<file path="src/rtl/ro_puf_resp_gen.sv">
// Ring-oscillator PUF response generator: races RESP_BITS selected oscillator
// pairs over a timed window each and returns one comparison bit per pair.
module ro_puf_resp_gen #(
  parameter int NUM_RO    = 8,
  parameter int SEL_W     = 3,
  parameter int CNT_W     = 8,
  parameter int WIN_W     = 16,
  parameter int RESP_BITS = 4
) (
  input  logic                           clk,
  input  logic                           reset,
  input  logic [NUM_RO-1:0]              ro_in,
  input  logic                           start,
  input  logic [2*SEL_W*RESP_BITS-1:0]   challenge,
  input  logic [WIN_W-1:0]               window,
  output logic                           busy,
  output logic                           done,
  output logic [RESP_BITS-1:0]           response,
  output logic [CNT_W-1:0]               count_1,
  output logic [CNT_W-1:0]               count_2,
  output logic                           tie,
  output logic                           sat
);

  localparam int K_W  = (RESP_BITS > 1) ? $clog2(RESP_BITS) : 1;
  localparam int PAD  = 1 << SEL_W;
  localparam logic [K_W-1:0]   K_LAST = K_W'(RESP_BITS - 1);
  localparam logic [CNT_W-1:0] C_MAX  = '1;

  typedef enum logic [2:0] {IDLE, CLEAR, COUNT, COMPARE, DONE} state_t;
  state_t state, nxt;

  logic [NUM_RO-1:0] s1, s2, s3, edges;
  logic [PAD-1:0]    edges_pad;
  logic [RESP_BITS-1:0][2*SEL_W-1:0] pairs;
  logic [SEL_W-1:0]  sel1, sel2;
  logic [K_W-1:0]    k;
  logic [WIN_W-1:0]  win_q, timer;
  logic [RESP_BITS-1:0] shadow;
  logic              e1, e2;

  // Two flops resynchronise the free-running oscillators; the third gives edge detect.
  always_ff @(posedge clk or posedge reset) begin
    if (reset) begin
      s1 <= '0;
      s2 <= '0;
      s3 <= '0;
    end else begin
      s1 <= ro_in;
      s2 <= s1;
      s3 <= s2;
    end
  end

  assign edges = s2 & ~s3;

  // Unpopulated select codes land on zero padding and never count.
  always_comb begin
    edges_pad = '0;
    edges_pad[NUM_RO-1:0] = edges;
  end

  assign e1 = edges_pad[sel1];
  assign e2 = edges_pad[sel2];

  always_ff @(posedge clk or posedge reset) begin
    if (reset) state <= IDLE;
    else       state <= nxt;
  end

  always_comb begin
    nxt = state;
    case (state)
      IDLE:    if (start) nxt = CLEAR;
      CLEAR:   nxt = COUNT;
      COUNT:   if (timer <= WIN_W'(1)) nxt = COMPARE;
      COMPARE: nxt = (k == K_LAST) ? DONE : CLEAR;
      DONE:    nxt = IDLE;
      default: nxt = IDLE;
    endcase
  end

  assign busy = (state == CLEAR) || (state == COUNT) || (state == COMPARE);
  assign done = (state == DONE);

  always_ff @(posedge clk or posedge reset) begin
    if (reset) begin
      pairs    <= '0;
      win_q    <= '0;
      timer    <= '0;
      sel1     <= '0;
      sel2     <= '0;
      k        <= '0;
      count_1  <= '0;
      count_2  <= '0;
      shadow   <= '0;
      response <= '0;
      tie      <= 1'b0;
      sat      <= 1'b0;
    end else begin
      case (state)
        IDLE: if (start) begin
          pairs <= challenge;
          win_q <= (window == '0) ? WIN_W'(1) : window;
          k     <= '0;
          tie   <= 1'b0;
          sat   <= 1'b0;
        end
        CLEAR: begin
          count_1 <= '0;
          count_2 <= '0;
          sel1    <= pairs[k][2*SEL_W-1:SEL_W];
          sel2    <= pairs[k][SEL_W-1:0];
          timer   <= win_q;
        end
        COUNT: begin
          timer <= timer - WIN_W'(1);
          if (e1 && count_1 != C_MAX) begin
            count_1 <= count_1 + CNT_W'(1);
            if (count_1 == C_MAX - CNT_W'(1)) sat <= 1'b1;
          end
          if (e2 && count_2 != C_MAX) begin
            count_2 <= count_2 + CNT_W'(1);
            if (count_2 == C_MAX - CNT_W'(1)) sat <= 1'b1;
          end
        end
        COMPARE: begin
          shadow[k] <= (count_1 > count_2);
          if (count_1 == count_2) tie <= 1'b1;
          if (k != K_LAST) k <= k + K_W'(1);
        end
        DONE: response <= shadow;
        default: ;
      endcase
    end
  end

endmodule

</file>
<file path="config.mk">
export PLATFORM = sky130hd
export DESIGN_NAME = ro_puf_resp_gen
export DESIGN_NICKNAME = d
export VERILOG_FILES = /design/src/rtl/ro_puf_resp_gen.sv
export SDC_FILE = /design/constraint.sdc
export NUM_CORES = 1
export LEC_CHECK = 0
export CORE_MARGIN = 5
export CORE_UTILIZATION = 59
export CTS_CLUSTER_SIZE = 28
export DETAILED_ROUTE_END_ITERATION = 10
export PLACE_DENSITY_LB_ADDON = 0.05
export SYNTH_ARGS = -nofsm -noshare
export SYNTH_HDL_FRONTEND = slang
export SYNTH_SLANG_ARGS = --single-unit
</file>
<file path="constraint.sdc">
create_clock -name clk -period 10.35 [get_ports clk]
set_input_delay 2.07 -clock clk [delete_from_list [all_inputs] [get_ports clk]]
set_output_delay 2.07 -clock clk [all_outputs]
set_load 0.005 [all_outputs]
</file>
==> summary by stage, run 1 <==
Outcome
The run finished with clean final reports.

Detailed routing
After detailed routing, the number of remaining DRC violations is 0. Detailed routing placed a total of 6060 µm of wire on met2. The first detailed-routing pass took 6 iterations. The detail route stage leaves a number of antenna-violating nets equal to 0. For this block, the initial DRC count from the detailed router was 212.

In the routed layout, each cell is associated on average with a via count of 5.76. Summed over all layers, the routed wires come to 12200 µm. The wire length per cell is 16.8 µm. In the final routing, the length of wire on met1 measures 5330 µm. After detailed routing, the met3 layer carries 626 µm of wire.

The highest layer touched by signal routing is met4. The routed layout has 4194 vias.

Power and ir drop
Power comes to 0.00188 W. The maximum resistive drop on vdd is 0.133 mV. Summed over all cells, the static leakage comes to 3.13 nW. For this design the ratio of total power to cell area is 276 mW/mm².

Critical path
The worst setup path is launched from a flip-flop. The data required time at the worst endpoint is 8280 ps. The maximum fanout encountered on the critical timing path is 8.

Data on the critical path arrives at its endpoint at 2130 ps. The critical path is of the flip-flop to output port type. STA classifies the critical path endpoint as an output port.

Floorplanning
The placeable core region is 0.00881 mm². The floorplan has 34 rows. The effective utilization at floorplan is 61.2%.

The number of top-level design ports is 75. The die is 106 µm wide. The die covers 0.0111 mm². The die is 106 µm tall.

Synth
The share of flip-flops with an asynchronous set or reset is 100%. The average cell area after synthesis is 10.2 µm². The area of the mapped netlist is 0.00539 mm². The register bit count reported by yosys is 117. Synthesis produced 530 cells. The post-synthesis sequential area ratio is 54.3%. The Yosys step of the flow raised 0 warnings. The top flip-flop cell by instance count after synthesis is sky130_fd_sc_hd__dfrtp_1. The number of different library cells used by synthesis comes to 60. The number of flops mapped to enable cells by yosys is 0. The number of nets in the synthesized netlist is 599.

CTS
The root buffer cell is sky130_fd_sc_hd__clkbuf_8. The CTS sink count is 117. Clock tree synthesis inserted a total of 17 buffers. Once the clock tree was built, the setup fixing pass inserted 0 buffers. The number of hold buffers added after CTS is 0. The CTS tree is built.

Counting along the longest clock path gives a buffer depth of 2. In this run, post-CTS repair resized a total of 0 instances. The H-tree level count is 4. For the worst-skew pair, the clock arrives at the later sink with an insertion delay of 520 ps.

After clock tree synthesis, the clock-pin slew on the worst setup and hold paths is 60 ps.

Global routing
The wire length of the first global-routing pass is 20800 µm. The number of global-route vias before repair is 4323. The number of antenna violations at the first check in global routing is 0. Across every metal layer, demand over resource in global routing totals 23.4%. The maximum number of pins on one net before global-route repair is 88.

Summed over all layers, the global routing overflow is 0.

Flow run
The reported max-cap violation count is 0.

Placed design
The congestion estimate from routability-driven global placement came to 0.862. The sum of net half-perimeters after detailed placement is 8080 µm. Summing all placed instances gives a cell area of 0.00621 mm². Buffers placed on the I/O ports in this run total 74.

Timing
The count of endpoints failing hold in the final timing report is 0. At the pin with the least slew margin, the transition time is 1070 ps. Measured against its own limit, the worst slew margin works out to 28.7%. The highest achievable clock rate is 238 MHz. The ratio of final minimum period to clock period is 40.5%. Setup repair after global routing left no endpoint under its margin. Counting I/O delays and the setup requirement, the final critical path takes 4200 ps. Adding up every negative setup slack in the final design gives 0 ps. The count of final setup violators is 0. The max-slew violation count is 0. The clock arrives with 9.14 ps of skew.

Layout
Fill cells in the final layout number 606. Across the whole layout, storage elements account for 0.00293 mm². The share of post-route cells with drive strength above 1 is 11.0%. The growth of design area from synthesis to finish is 26.6%.

0 antenna diodes ended up in the layout. The area taken by multi-input logic gates is 0.00230 mm². The core utilization of the finished layout is 77.5%. Once layout is done, the placed cells without fillers occupy 0.00682 mm². The post-layout net count is 676.

Worst hold path
The tightest min-delay check is of the flip-flop to flip-flop type.
[cells in the final DEF, fill, tap and decap left out, types with 3 or more instances in the layout]
cell / instances
sky130_fd_sc_hd__inv_6: 6
sky130_fd_sc_hd__o22ai_1: 3
sky130_fd_sc_hd__clkinv_4: 3
sky130_fd_sc_hd__a21oi_1: 18
sky130_fd_sc_hd__o21ai_0: 12
sky130_fd_sc_hd__dfrtp_1: 117
sky130_fd_sc_hd__nor3_1: 10
sky130_fd_sc_hd__bufinv_16: 3
sky130_fd_sc_hd__a211oi_1: 3
sky130_fd_sc_hd__nor4_1: 6
sky130_fd_sc_hd__inv_1: 18
sky130_fd_sc_hd__clkbuf_16: 16
sky130_fd_sc_hd__o311ai_0: 3
sky130_fd_sc_hd__nand2_1: 164
sky130_fd_sc_hd__nand3_1: 12
sky130_fd_sc_hd__buf_4: 4
sky130_fd_sc_hd__and4_1: 3
sky130_fd_sc_hd__mux4_2: 9
sky130_fd_sc_hd__mux2_2: 8
sky130_fd_sc_hd__ha_1: 18
sky130_fd_sc_hd__nand2b_1: 4
sky130_fd_sc_hd__and3_1: 4
sky130_fd_sc_hd__and2_1: 3
sky130_fd_sc_hd__or3_1: 4
sky130_fd_sc_hd__mux2i_1: 8
sky130_fd_sc_hd__clkdlybuf4s50_1: 74
sky130_fd_sc_hd__o211ai_1: 3
sky130_fd_sc_hd__nor2b_1: 10
sky130_fd_sc_hd__nor2_1: 22
sky130_fd_sc_hd__nand4_1: 7
sky130_fd_sc_hd__or4_1: 3
[path summary, 6_finish.rpt]
| check | startpoint | endpoint | slack [ps] | depth (start not counted) |
|---|---|---|---|---|
| max | state[1]$_DFFE_PP0P_ | done | 6150 | 3 |
| max in group asynchronous | reset | count_2[0]$_DFFE_PP0P_ | 7070 | 3 |
| min | s1[1]$_DFF_PP0_ | s2[1]$_DFF_PP0_ | 350 | 0 |
| min reg2reg | s1[1]$_DFF_PP0_ | s2[1]$_DFF_PP0_ | 350 | 0 |
| min in group asynchronous | reset | s1[5]$_DFF_PP0_ | 1880 | 2 |
| max reg2reg | state[0]$_DFFE_PP0P_ | count_1[6]$_DFFE_PP0P_ | 7910 | 6 |
[stage by stage]
step / hold WS (ps) / std cells / setup slack, ps
after CTS: 349 / 728 / 6140
after global placement: 334 / 696 / 6480
after detailed placement: 335 / 696 / 6450
final: 348 / 728 / 6150
after floorplan: 331 / 530 / 5180
after global routing: 358 / 728 / 6020
[critical path, cell delays in order (launching register included)]
cell and delay [ps]:
sky130_fd_sc_hd__dfrtp_1 470, sky130_fd_sc_hd__nor2_1 270, sky130_fd_sc_hd__and2_1 310, sky130_fd_sc_hd__clkdlybuf4s50_1 560
[logic make-up (layout without fill, tap and decap cells)]
kind of cell	Yosys count	in the layout	share of synthesized area (%)
compound gates	62	62	7.85
mux	25	25	6.92
fa+ha+maj	18	18	4.18
simple gates	266	266	23.1
flops	117	117	54.3
buf+inv	39	129	3.09
xor+xnor	3	3	0.488
[flip-flops by register name, indices dropped and copies added (netlist names), 8 cells and up]
signal	flops
pairs	24
timer	16
win_q	16
count_1	8
count_2	8
s1	8
s2	8
s3	8
[synthesized netlist by cell type, types with 2 or more instances]
cell,count,area [µm²]
sky130_fd_sc_hd__mux2i_1,8,80.1
sky130_fd_sc_hd__ha_1,18,225
sky130_fd_sc_hd__a211oi_1,3,22.5
sky130_fd_sc_hd__or3_1,4,25.0
sky130_fd_sc_hd__a311oi_1,2,17.5
sky130_fd_sc_hd__nand2b_1,4,25.0
sky130_fd_sc_hd__and2_1,3,18.8
sky130_fd_sc_hd__inv_1,19,71.3
sky130_fd_sc_hd__mux4_2,9,203
sky130_fd_sc_hd__nor3_2,2,20.0
sky130_fd_sc_hd__buf_6,2,22.5
sky130_fd_sc_hd__a21o_1,2,15.0
sky130_fd_sc_hd__o21ai_0,12,60.1
sky130_fd_sc_hd__nor3_1,10,50.1
sky130_fd_sc_hd__a31oi_1,2,12.5
sky130_fd_sc_hd__nor2_1,22,82.6
sky130_fd_sc_hd__mux2_2,8,90.1
sky130_fd_sc_hd__a21oi_1,18,90.1
sky130_fd_sc_hd__nand2_1,164,616
sky130_fd_sc_hd__nor4_1,6,37.5
sky130_fd_sc_hd__and3_1,4,25.0
sky130_fd_sc_hd__o211ai_1,3,22.5
sky130_fd_sc_hd__nor2b_1,10,62.6
sky130_fd_sc_hd__o311ai_0,3,26.3
sky130_fd_sc_hd__or4_1,3,22.5
sky130_fd_sc_hd__nand4_1,7,43.8
sky130_fd_sc_hd__clkbuf_1,16,60.1
sky130_fd_sc_hd__a22oi_1,2,15.0
sky130_fd_sc_hd__xnor2_1,2,17.5
sky130_fd_sc_hd__nand3_1,12,60.1
sky130_fd_sc_hd__o22ai_1,3,18.8
sky130_fd_sc_hd__and4_1,3,26.3
sky130_fd_sc_hd__dfrtp_1,117,2930
[per-layer routing]
| metal | track usage [%] | up-vias |
|---|---|---|
| met3 | 5.62 | 21 |
| met1 | 31.2 | 2061 |
| li1 | - | 1987 |
| met5 | 0 | - |
| met4 | 7.49 | 0 |
| met2 | 38.0 | 125 |
[layout make-up]
type / instances / area share, %
Sequential cell: 117 / 42.9
Multi-Input combinational cell: 374 / 33.7
Inverter: 19 / 1.08
Clock buffer: 18 / 6.27
Timing Repair Buffer: 78 / 11.3
Clock inverter: 14 / 2.75
Tap cell: 108 / 1.98
[where the power goes]
group	internal [W]	switching, W
registers	0.000602	0.000145
logic	0.000237	0.000291
clock network	0.000380	0.000227
total	0.00122	0.000663
Note: power is estimated with default switching activity, not from simulation.
==> run 2, diff against run 1 <==
--- a/config.mk
+++ b/config.mk
@@ -6,7 +6,7 @@
 export NUM_CORES = 1
 export LEC_CHECK = 0
 export CORE_MARGIN = 5
-export CORE_UTILIZATION = 59
+export CORE_UTILIZATION = 55
 export CTS_CLUSTER_SIZE = 28
 export DETAILED_ROUTE_END_ITERATION = 10
 export PLACE_DENSITY_LB_ADDON = 0.05
==> constraint.sdc (replaced) <==
create_clock -name clk -period 4.1 [get_ports clk]
set_input_delay 0.82 -clock clk [delete_from_list [all_inputs] [get_ports clk]]
set_output_delay 0.82 -clock clk [all_outputs]
set_load 0.005 [all_outputs]
==> summary by stage, run 2 (synthesis gave the netlist of run 1 again) <==
Outcome
The run finished with clean final reports.

Detailed routing
The average via count per standard cell is 5.51 (-4.3%). The first-iteration detailed-routing DRC count came to 202 (-4.7%). The via count of the routed design is 4150 (-1.0%). The total wirelength of the detailed-routed design is 11600 µm (-4.8%). The wire length per cell was 15.4 µm (-8.0%). The final routed DRC violation total is 0 (unchanged). The number of optimization iterations in the first detailed-route pass is 4 (-2). The number of nets with antenna violations after routing came to 0 (unchanged).

Placed design
The number of input and output port buffers inserted is 74 (unchanged). The cell total after placement came to 721 (+3.6%). The routability congestion estimate from global placement is 0.829 (-3.8%). The total placed instance area is 0.00625 mm² (+0.71%). The sum of net half-perimeters after detailed placement is 8150 µm (+0.93%).

Critical path
The maximum fanout encountered on the critical timing path was 8 (unchanged). In this run the critical register-to-register path is launched from state[0]$_DFFE_PP0P_. The number of cells on the worst reg-to-reg path came to 5 (-1). The critical path startpoint category is a flip-flop. The data required time at the worst endpoint is 3280 ps (-5000 ps). The critical setup path kind is flip-flop to output port.

Tracing the worst setup path back leads to its startpoint at state[1]$_DFFE_PP0P_. The worst-case register-to-register setup slack was 1770 ps (-6140 ps). The endpoint type of the worst setup path is an output port. The data arrival time at the worst-slack endpoint came to 2090 ps (-40 ps). The endpoint identified for the worst register-to-register timing path is timer[8]$_DFFE_PP0P_.

Floorplanning
The die extent in y is 109 µm (+3.2%). The effective utilization at floorplan was 55.6% (-5.5 points). The die footprint came to 0.0119 mm² (+6.6%). The die extent in x came to 109 µm (+3.2%).

The number of top-level design ports is 75 (unchanged). The site row count is 36 (+5.9%). The placeable core region came to 0.00968 mm² (+10%).

Global routing
The maximum number of pins on one net before global-route repair is 70 (-20%). The global routing usage on met3 is 5.21% (-0.41 points). The number of global-route vias before repair is 4155 (-3.9%). The overall fraction of global-route tracks in use is 21.4% (-1.9 points).

The met1 track demand over resource is 28.8% (-2.3 points). The wire length of the first global-routing pass is 19800 µm (-4.9%). The overflow left after global routing came to 0 (unchanged). In this run the most used layer during global routing was met2. The number of antenna violations at the first check in global routing is 0 (unchanged). The met2 layer usage reported by global route is 33.0% (-5.0 points).

CTS
The clock insertion delay at the later pin of the skew report is 510 ps (about the same). The H-tree level count is 4 (unchanged). The maximum clock insertion buffer count is 2 (unchanged). The number of hold buffers added after CTS is 0 (unchanged). The number of buffers inserted by post-CTS setup repair is 0 (unchanged). The CTS sink count was 117 (unchanged).

CTS placed an instance of sky130_fd_sc_hd__clkbuf_8 at the clock tree root. The CTS tree is built. The number of buffers inserted during clock tree synthesis is 17 (unchanged). The clock-pin slew on the worst setup and hold paths is 60 ps (about the same).

The count of cells resized by post-cts repair is 0 (unchanged).

Timing
The transition time of the tightest slew-check pin came to 848 ps (-222 ps). For this run, the top clock speed supported by timing is 343 MHz. The max-slew violation count was 0 (unchanged).

The ratio of final minimum period to clock period is 71.0%. The setup clock skew after layout came to 5.14 ps (-3.99 ps). Setup repair after global routing left no endpoint under its margin.

The count of final setup violators is 0 (unchanged). The final sum of negative setup slack came to 0 ps (unchanged). The routed design could run at a clock period as short as 2910 ps. The remaining max-slew budget at the tightest pin is 43.5% (+15 points). The count of endpoints failing hold in the final timing report came to 0 (unchanged).

Layout
The register with the most flip-flops is pairs. The final design area excluding fillers is 0.00683 mm² (+0.17%). The core utilization of the finished layout is 70.6% (-6.9 points). The growth of design area from synthesis to finish is 26.8%. In the final layout, the registers with the most flip-flops are pairs (24), timer (16), win_q (16). The library cell used most frequently in the layout, excluding fill and tap cells, is sky130_fd_sc_hd__nand2_1. The post-layout net count is 676 (unchanged). The filler cell count in the final layout came to 724 (+19%).

The area taken by multi-input logic gates was 0.00230 mm² (unchanged). The share of post-route cells with drive strength above 1 came to 11.0% (unchanged). The area occupied by registers is 0.00293 mm² (unchanged). The flip-flop count of the largest register after layout came to 24 (unchanged).

In the layout the commonest cells are sky130_fd_sc_hd__nand2_1, sky130_fd_sc_hd__dfrtp_1, sky130_fd_sc_hd__clkdlybuf4s50_1. The number of inserted diodes is 0 (unchanged). The count of non-filler cells in the finished layout came to 753 (+3.4%).

Power and ir drop
The total power draw came to 0.00463 W (+150%). The cell area power density is 678 mW/mm² (+150%). The leakage power is 3.12 nW (-0.34%). The maximum resistive drop on vdd is 0.462 mV (+250%).

Worst hold path
The path class of the lowest-slack min-delay path is flip-flop to flip-flop. The worst hold path terminates at s2[2]$_DFF_PP0_. The worst hold path startpoint is s1[2]$_DFF_PP0_. The number of cells on the worst hold path is 0 (unchanged).

Flow run
The reported max-cap violation count is 0 (unchanged).
run 2: cell types whose count changed in the layout (fill, tap and decap cells not counted):
cell	delta
sky130_fd_sc_hd__buf_12	+1
sky130_fd_sc_hd__buf_4	-1
sky130_fd_sc_hd__bufinv_16	-1
sky130_fd_sc_hd__clkbuf_8	-1
sky130_fd_sc_hd__clkinv_2	+1
sky130_fd_sc_hd__clkinv_4	+2
sky130_fd_sc_hd__inv_8	-1
run 2: stage by stage:
| step | worst slack, ps | hold slack (ps) |
|---|---|---|
| floorplan | 179 | 331 |
| global placement | 1780 | 333 |
| detailed placement | 1740 | 336 |
| CTS | 1180 | 345 |
| global route | 1030 | 357 |
| finish | 1190 | 343 |
run 2: final cells by class:
cell class | count | area share, %
Clock inverter | 15 | 2.47
Multi-Input combinational cell | 374 | 33.7
Tap cell | 133 | 2.44
Inverter | 19 | 1.08
Sequential cell | 117 | 42.8
Clock buffer | 17 | 6.06
Timing Repair Buffer | 78 | 11.5
run 2: metal layers:
| layer | wire (µm) | up-vias | part of all wire, % |
|---|---|---|---|
| met5 | 0 | - | 0 |
| met4 | 333 | 0 | 2.9 |
| met3 | 542 | 30 | 4.7 |
| met2 | 5490 | 100 | 47 |
| met1 | 5260 | 2034 | 45 |
| li1 | - | 1986 | - |
run 2: where the power goes:
part           switching (W)  internal, W  total (W)
Sequential          0.000355      0.00152    0.00188
Combinational       0.000714     0.000597    0.00131
Clock               0.000568     0.000878    0.00145
run 2: critical path, cell delays in order (launching register included):
cell                              delay [ps]
sky130_fd_sc_hd__dfrtp_1                 460
sky130_fd_sc_hd__nor2_1                  240
sky130_fd_sc_hd__and2_1                  320
sky130_fd_sc_hd__clkdlybuf4s50_1         560
run 2: worst max-delay path by stage:
| stage | endpoint | slack [ps] | cells past startpoint |
|---|---|---|---|
| 5_1_grt | done | 1030 | 3 |
| 2_1_floorplan | count_1[0]$_DFFE_PP0P_ | 180 | 1 |
| 3_3_place_gp | done | 1780 | 3 |
| 6_report | done | 1190 | 3 |
| 3_5_place_dp | done | 1740 | 3 |
| 4_1_cts | done | 1180 | 3 |
